$ cat config.mk
export PLATFORM = sky130hd
export DESIGN_NAME = unidade_controle_param
export DESIGN_NICKNAME = d
export VERILOG_FILES = /design/src/rtl/unidade_controle_param.sv
export SDC_FILE = /design/constraint.sdc
export NUM_CORES = 1
export LEC_CHECK = 0
export ABC_CLOCK_PERIOD_IN_PS = 2750
export CAP_MARGIN = 20
export CORE_MARGIN = 5
export CORE_UTILIZATION = 56
export CTS_BUF_LIST = sky130_fd_sc_hd__clkbuf_16
export DETAILED_ROUTE_END_ITERATION = 7
export GPL_ROUTABILITY_DRIVEN = 1
export PLACE_DENSITY = 0.79
export SYNTH_ARGS = -nofsm -noshare
export SYNTH_HDL_FRONTEND = slang
export SYNTH_SLANG_ARGS = --single-unit
$ cat constraint.sdc
create_clock -name clock -period 2.75 [get_ports clock]
set_input_delay 0.55 -clock clock [delete_from_list [all_inputs] [get_ports clock]]
set_output_delay 0.55 -clock clock [all_outputs]
set_load 0.03 [all_outputs]
$ cat src/rtl/unidade_controle_param.sv
// Game-flow controller for ultimate tic-tac-toe: macro/micro selection, validation, write-back,
// win check and turn hand-over, with internal validation delay, per-turn timeout and N players.
module unidade_controle_param #(
    parameter int VALIDA_CICLOS  = 4,
    parameter int TIMEOUT_CICLOS = 1000,
    parameter int N_JOGADORES    = 2,
    parameter int MODO_TIMEOUT   = 1
) (
    input  logic       clock,
    input  logic       reset,
    input  logic       iniciar,
    input  logic       tem_jogada,
    input  logic       macro_vencida,
    input  logic       micro_jogada,
    input  logic       fim_jogo,
    output logic       zeraR_macro,
    output logic       zeraR_micro,
    output logic       zeraEdge,
    output logic       registraR_macro,
    output logic       registraR_micro,
    output logic       sinal_macro,
    output logic       sinal_valida_macro,
    output logic       jogar_macro,
    output logic       jogar_micro,
    output logic       we_board,
    output logic       we_board_state,
    output logic       troca_jogador,
    output logic       estouro,
    output logic       fim_por_tempo,
    output logic       pronto,
    output logic [1:0] jogador,
    output logic [3:0] db_estado
);

    typedef enum logic [3:0] {
        INICIAL            = 4'h0,
        PREPARACAO         = 4'h1,
        JOGA_MACRO         = 4'h2,
        REGISTRA_MACRO     = 4'h3,
        VALIDA_MACRO       = 4'h4,
        JOGA_MICRO         = 4'h5,
        REGISTRA_MICRO     = 4'h6,
        VALIDA_MICRO       = 4'h7,
        REGISTRA_JOGADA    = 4'h8,
        VERIFICA_MACRO     = 4'h9,
        REGISTRA_RESULTADO = 4'hA,
        VERIFICA_TABULEIRO = 4'hB,
        TROCAR_JOGADOR     = 4'hC,
        DECIDE_MACRO       = 4'hD,
        ESTOURO_TEMPO      = 4'hE,
        FIM                = 4'hF
    } t_estado;

    localparam logic [15:0] VALIDA_FIM = 16'(VALIDA_CICLOS - 1);
    localparam logic [15:0] TEMPO_FIM  = 16'(TIMEOUT_CICLOS - 1);
    localparam logic [1:0]  ULTIMO     = 2'(N_JOGADORES - 1);

    t_estado     r_estado;
    t_estado     w_prox;
    logic [13:0] r_saidas;
    logic [15:0] r_cnt_valida;
    logic [15:0] r_cnt_turno;
    logic [1:0]  r_jogador;
    logic        r_fim_tempo;
    logic        w_valida_fim;
    logic        w_timeout;

    assign w_valida_fim = (r_cnt_valida == VALIDA_FIM);
    // tem_jogada wins over an expiring timer in the same cycle
    assign w_timeout    = (MODO_TIMEOUT != 0) && (r_cnt_turno == TEMPO_FIM) && !tem_jogada;

    // Output vector order: zeraR_macro, zeraR_micro, zeraEdge, registraR_macro, registraR_micro,
    // sinal_macro, sinal_valida_macro, jogar_macro, jogar_micro, we_board, we_board_state,
    // troca_jogador, estouro, pronto.
    function automatic logic [13:0] decodifica(input t_estado e);
        decodifica = {
            (e == INICIAL) || (e == PREPARACAO),
            (e == INICIAL) || (e == PREPARACAO) || (e == JOGA_MICRO),
            (e == INICIAL),
            (e == REGISTRA_MACRO) || (e == DECIDE_MACRO),
            (e == REGISTRA_MICRO),
            (e == JOGA_MACRO) || (e == REGISTRA_MACRO),
            (e == REGISTRA_MACRO) || (e == VALIDA_MACRO),
            (e == JOGA_MACRO),
            (e == JOGA_MICRO),
            (e == REGISTRA_JOGADA),
            (e == REGISTRA_RESULTADO),
            (e == TROCAR_JOGADOR),
            (e == ESTOURO_TEMPO),
            (e == FIM)
        };
    endfunction

    always_comb begin
        w_prox = INICIAL;
        case (r_estado)
            INICIAL:            w_prox = iniciar ? PREPARACAO : INICIAL;
            PREPARACAO:         w_prox = JOGA_MACRO;
            JOGA_MACRO: begin
                if (tem_jogada)     w_prox = REGISTRA_MACRO;
                else if (w_timeout) w_prox = ESTOURO_TEMPO;
                else                w_prox = JOGA_MACRO;
            end
            REGISTRA_MACRO:     w_prox = VALIDA_MACRO;
            VALIDA_MACRO: begin
                if (!w_valida_fim)      w_prox = VALIDA_MACRO;
                else if (macro_vencida) w_prox = PREPARACAO;
                else                    w_prox = JOGA_MICRO;
            end
            JOGA_MICRO: begin
                if (tem_jogada)     w_prox = REGISTRA_MICRO;
                else if (w_timeout) w_prox = ESTOURO_TEMPO;
                else                w_prox = JOGA_MICRO;
            end
            REGISTRA_MICRO:     w_prox = VALIDA_MICRO;
            VALIDA_MICRO: begin
                if (!w_valida_fim)     w_prox = VALIDA_MICRO;
                else if (micro_jogada) w_prox = JOGA_MICRO;
                else                   w_prox = REGISTRA_JOGADA;
            end
            REGISTRA_JOGADA:    w_prox = VERIFICA_MACRO;
            VERIFICA_MACRO:     w_prox = REGISTRA_RESULTADO;
            REGISTRA_RESULTADO: w_prox = VERIFICA_TABULEIRO;
            VERIFICA_TABULEIRO: w_prox = fim_jogo ? FIM : TROCAR_JOGADOR;
            TROCAR_JOGADOR:     w_prox = DECIDE_MACRO;
            DECIDE_MACRO:       w_prox = macro_vencida ? PREPARACAO : JOGA_MICRO;
            ESTOURO_TEMPO: begin
                if (MODO_TIMEOUT == 1)      w_prox = TROCAR_JOGADOR;
                else if (MODO_TIMEOUT == 2) w_prox = FIM;
                else                        w_prox = INICIAL;
            end
            FIM:                w_prox = iniciar ? INICIAL : FIM;
            default:            w_prox = INICIAL;
        endcase
    end

    // Outputs are decoded from the next state so they line up with r_estado.
    always_ff @(posedge clock or posedge reset) begin
        if (reset) begin
            r_estado     <= INICIAL;
            r_saidas     <= decodifica(INICIAL);
            r_cnt_valida <= 16'd0;
            r_cnt_turno  <= 16'd0;
            r_jogador    <= 2'd0;
            r_fim_tempo  <= 1'b0;
        end else begin
            r_estado <= w_prox;
            r_saidas <= decodifica(w_prox);

            case (r_estado)
                REGISTRA_MACRO, REGISTRA_MICRO: r_cnt_valida <= 16'd0;
                VALIDA_MACRO, VALIDA_MICRO:     r_cnt_valida <= r_cnt_valida + 16'd1;
                default:                        r_cnt_valida <= r_cnt_valida;
            endcase

            // Turn timer only runs while waiting for input; it survives re-picks.
            case (r_estado)
                INICIAL, TROCAR_JOGADOR: r_cnt_turno <= 16'd0;
                JOGA_MACRO, JOGA_MICRO:  r_cnt_turno <= r_cnt_turno + 16'd1;
                default:                 r_cnt_turno <= r_cnt_turno;
            endcase

            if (w_prox == INICIAL)
                r_jogador <= 2'd0;
            else if (r_estado == TROCAR_JOGADOR)
                r_jogador <= (r_jogador == ULTIMO) ? 2'd0 : r_jogador + 2'd1;

            if (w_prox == INICIAL)
                r_fim_tempo <= 1'b0;
            else if ((r_estado == ESTOURO_TEMPO) && (w_prox == FIM))
                r_fim_tempo <= 1'b1;
        end
    end

    assign {zeraR_macro, zeraR_micro, zeraEdge, registraR_macro, registraR_micro,
            sinal_macro, sinal_valida_macro, jogar_macro, jogar_micro, we_board,
            we_board_state, troca_jogador, estouro, pronto} = r_saidas;

    assign fim_por_tempo = r_fim_tempo;
    assign jogador       = r_jogador;
    assign db_estado     = r_estado;

endmodule

==> results.ini, run 1 <==
[timing]
min_period_ns = 2.467
finalCritPeriodShare_pct = 89.70
max_freq_mhz = 405.4
finalSetupViolCount = 0
maxSlewViolCount = 0
hold_viol_final = 0
relSlewSlack_pct = 60.51
finalSetupTns_ns = 0
setup_slack_ns = 0.2832
rsz0062_at_grt = false
worstMarginPinSlew_ns = 0.5915
skew_ns = 0.003757

[floorplan]
start_util_pct = 57.97
rows = 25
pin_count = 28
core_area_um2 = 4755
die-area_um2 = 6425
dieHeight_um = 80.16
die_x_um = 80.16

[yosys]
syn_avg_cell_area_um2 = 9.157
yosysSeqAreaShare_pct = 48.25
synth_area_um2 = 2756
ys_ff_latch = 53
synth_cell_type_count = 49
synthCells = 301
synth_ff_type = dfrtp_1
synth_edf_count = 0
async_flop_share_pct = 100.0
syn-num-nets = 310
yosysWarnings = 0

[cells_and_area]
layout.nets = 334
drive_gt1_share_pct = 7.669
num-fill-cells = 394
antenna_cells = 0
area_delta_synth_final_pct = 17.43

[global_route]
grt_pass1_vias = 2253
antenna_found_initial = 0
grt_pass1_wl_um = 10320
grt_max_degree = 28
grt-ovfl-total = 0
track_usage_pct = 20.19

[power_and_ir_drop]
p_switching_uw = 1341
leakage_uw = 0.001348
power_switching_share_pct = 42.70
power_frac_comb_pct = 46.2
ir_drop_uv = 484.9
clkPwrFrac_pct = 19.6
p_per_area_nw_per_um2 = 970.5
seqPwrFrac_pct = 34.2
p_int_uw = 1800

[worst_setup_path]
cp-start-kind = register
crit_path_end = jogador[1]
worst_ep_arrival_time_ns = 2.64
worstSetupStartpoint = r_cnt_valida[0]
reg2reg_from = r_cnt_valida[0]
r2r-end = jogador[1]
cp.required_ns = 2.92
reg2reg_depth = 6
ff2ff_setup_slack_ns = 0.28
crit_path_max_fanout = 10
path_class = reg2reg
cp-end-kind = register

[run_status]
status = complete, no violations

[worst_hold_path]
hold_class = reg2reg
holdPathStages = 1
min_from = r_cnt_turno[15]

[placed_design]
hpwl_um = 4150
pre_cts_ws_ns = 0.1205
gp_congestion = 0.9094
io_buffers = 27

[drt]
dr.first_iter.drc_count = 234
wirelength_um = 5845
ant_nets = 0
via_per_inst = 5.980
vias = 2350
drc = 0
wire_per_inst_um = 14.87
drt_pass1_iterations = 4

[clock_network]
cts_sinks = 53
clock_latency_ns = 0.29
cts_post_setup_buffers_inserted = 0
cts.hold.buffers_added = 0
h-tree-depth = 2
cts_resized = 0
cts.reportedPaths.clkPinSlew_ns = 0.07
clock_path_buffers = 2
cts_buffers = 5
ctsRootBufferMaster = clkbuf_16
tritoncts = done

[flow_run]
drv_cap = 0

## routing by layer
metal  wire [µm]  track usage [%]  vias to the layer above
li1            -                -                     1135
met1        2697            27.29                     1154
met2        2818            32.86                       54
met3         265            4.036                        7
met4          63            5.912                        0
met5           0                0                        -
## power groups by stage
stage / combinational, µW / sequential (µW) / clock [µW]
after floorplan: 981 / 1190 / 0
final: 1450 / 1070 / 617
after detailed placement: 1440 / 1080 / 0
after CTS: 1450 / 1070 / 629
after global routing: 1610 / 1100 / 665
after global placement: 1410 / 1080 / 0
## cell type report
| cell class | count | area (µm²) | share of cell area [%] |
|---|---|---|---|
| clock buffers | 5 | 125.1 | 3.865 |
| clock inverters | 3 | 22.52 | 0.6958 |
| inverters | 5 | 18.77 | 0.5798 |
| multi-input cells | 228 | 1336 | 41.28 |
| flip-flops and latches | 53 | 1330 | 41.09 |
| well taps | 67 | 83.83 | 2.590 |
| repair buffers | 32 | 320.3 | 9.896 |
## synthesized netlist by cell type, types with 2 or more instances
master / count / area (µm²)
mux2i_1: 4 / 40.04
inv_1: 5 / 18.77
or3_1: 4 / 25.02
nor4_1: 5 / 31.28
nand4b_1: 2 / 17.52
and3_1: 5 / 31.28
clkbuf_1: 11 / 41.29
nand2_1: 45 / 168.9
o21ai_1: 4 / 20.02
nor3_1: 6 / 30.03
o31a_1: 2 / 17.52
nor2_1: 16 / 60.06
a21o_1: 3 / 22.52
nand3_1: 23 / 115.1
nand4_1: 4 / 25.02
buf_4: 2 / 15.01
a21oi_1: 9 / 45.04
dfrtp_1: 50 / 1251
o21ai_0: 33 / 165.2
xnor2_1: 2 / 17.52
and2_1: 3 / 18.77
nor4b_1: 4 / 35.03
dfstp_2: 3 / 78.83
nor3b_1: 2 / 15.01
a31oi_1: 2 / 12.51
a211oi_1: 2 / 15.01
o31ai_1: 7 / 52.55
nand2b_1: 3 / 18.77
or2_2: 3 / 18.77
xor2_1: 5 / 43.79
o211ai_1: 7 / 52.55
ha_1: 2 / 25.02
nor2b_1: 6 / 37.54
and4_1: 2 / 17.52
## worst min path at each step
stage / end
2_1_floorplan: r_cnt_turno[15]
3_3_place_gp: r_cnt_turno[15]
3_5_place_dp: r_cnt_turno[15]
4_1_cts: r_cnt_turno[15]
5_1_grt: r_cnt_turno[15]
6_report: r_cnt_turno[15]
## logic make-up after synthesis
kind of cell    synth area share [%]
compound gates                 17.29
xor+xnor                       2.224
fa+ha+maj                     0.9077
buf+inv                        3.313
flops                          48.25
mux                            1.453
simple gates                   26.55
## state kept, by name, indices dropped and copies added, names as in the netlist
register       cells
fim_por_tempo      1
db_estado          4
jogador            2
r_cnt_valida      16
r_cnt_turno       16
r_saidas          14
## placed cells by master, fill, tap and decap left out, types with 5 or more instances in the layout
master	count
o211ai_1	7
clkdlybuf4s50_1	27
nor4_1	5
nand2_1	45
nand3_1	23
nor3_1	6
xor2_1	5
o21ai_0	33
nor2_1	16
and3_1	5
o31ai_1	7
a21oi_1	9
dfrtp_1	50
nor2b_1	6
clkbuf_16	5
## critical path, stage by stage (launching register included)
cell     delay [ns]
dfrtp_1        0.43
ha_1           0.25
nor4b_1        0.22
and4_2         0.35
a31oi_4        0.11
or4_4          0.63
o311a_1        0.36
## through the flow
step	hold WS [ns]	util (%)	instance area, µm²	cells	power [µW]
after floorplan	0.4460	-	2756	301	2168
after CTS	0.4853	68.05	3236	393	3149
final	0.4800	68.08	3237	393	3142
after global placement	0.4701	64.95	3088	385	2493
after global routing	0.5059	68.08	3237	393	3370
after detailed placement	0.4745	64.95	3088	385	2520
Note: power is estimated with default switching activity, not from simulation.
==> inputs of run 2 (changes only) <==
- CAP_MARGIN: 20 -> 10
==> results of run 2 <==
No change in the layout: final DEF, timing and power equal those of run 1.
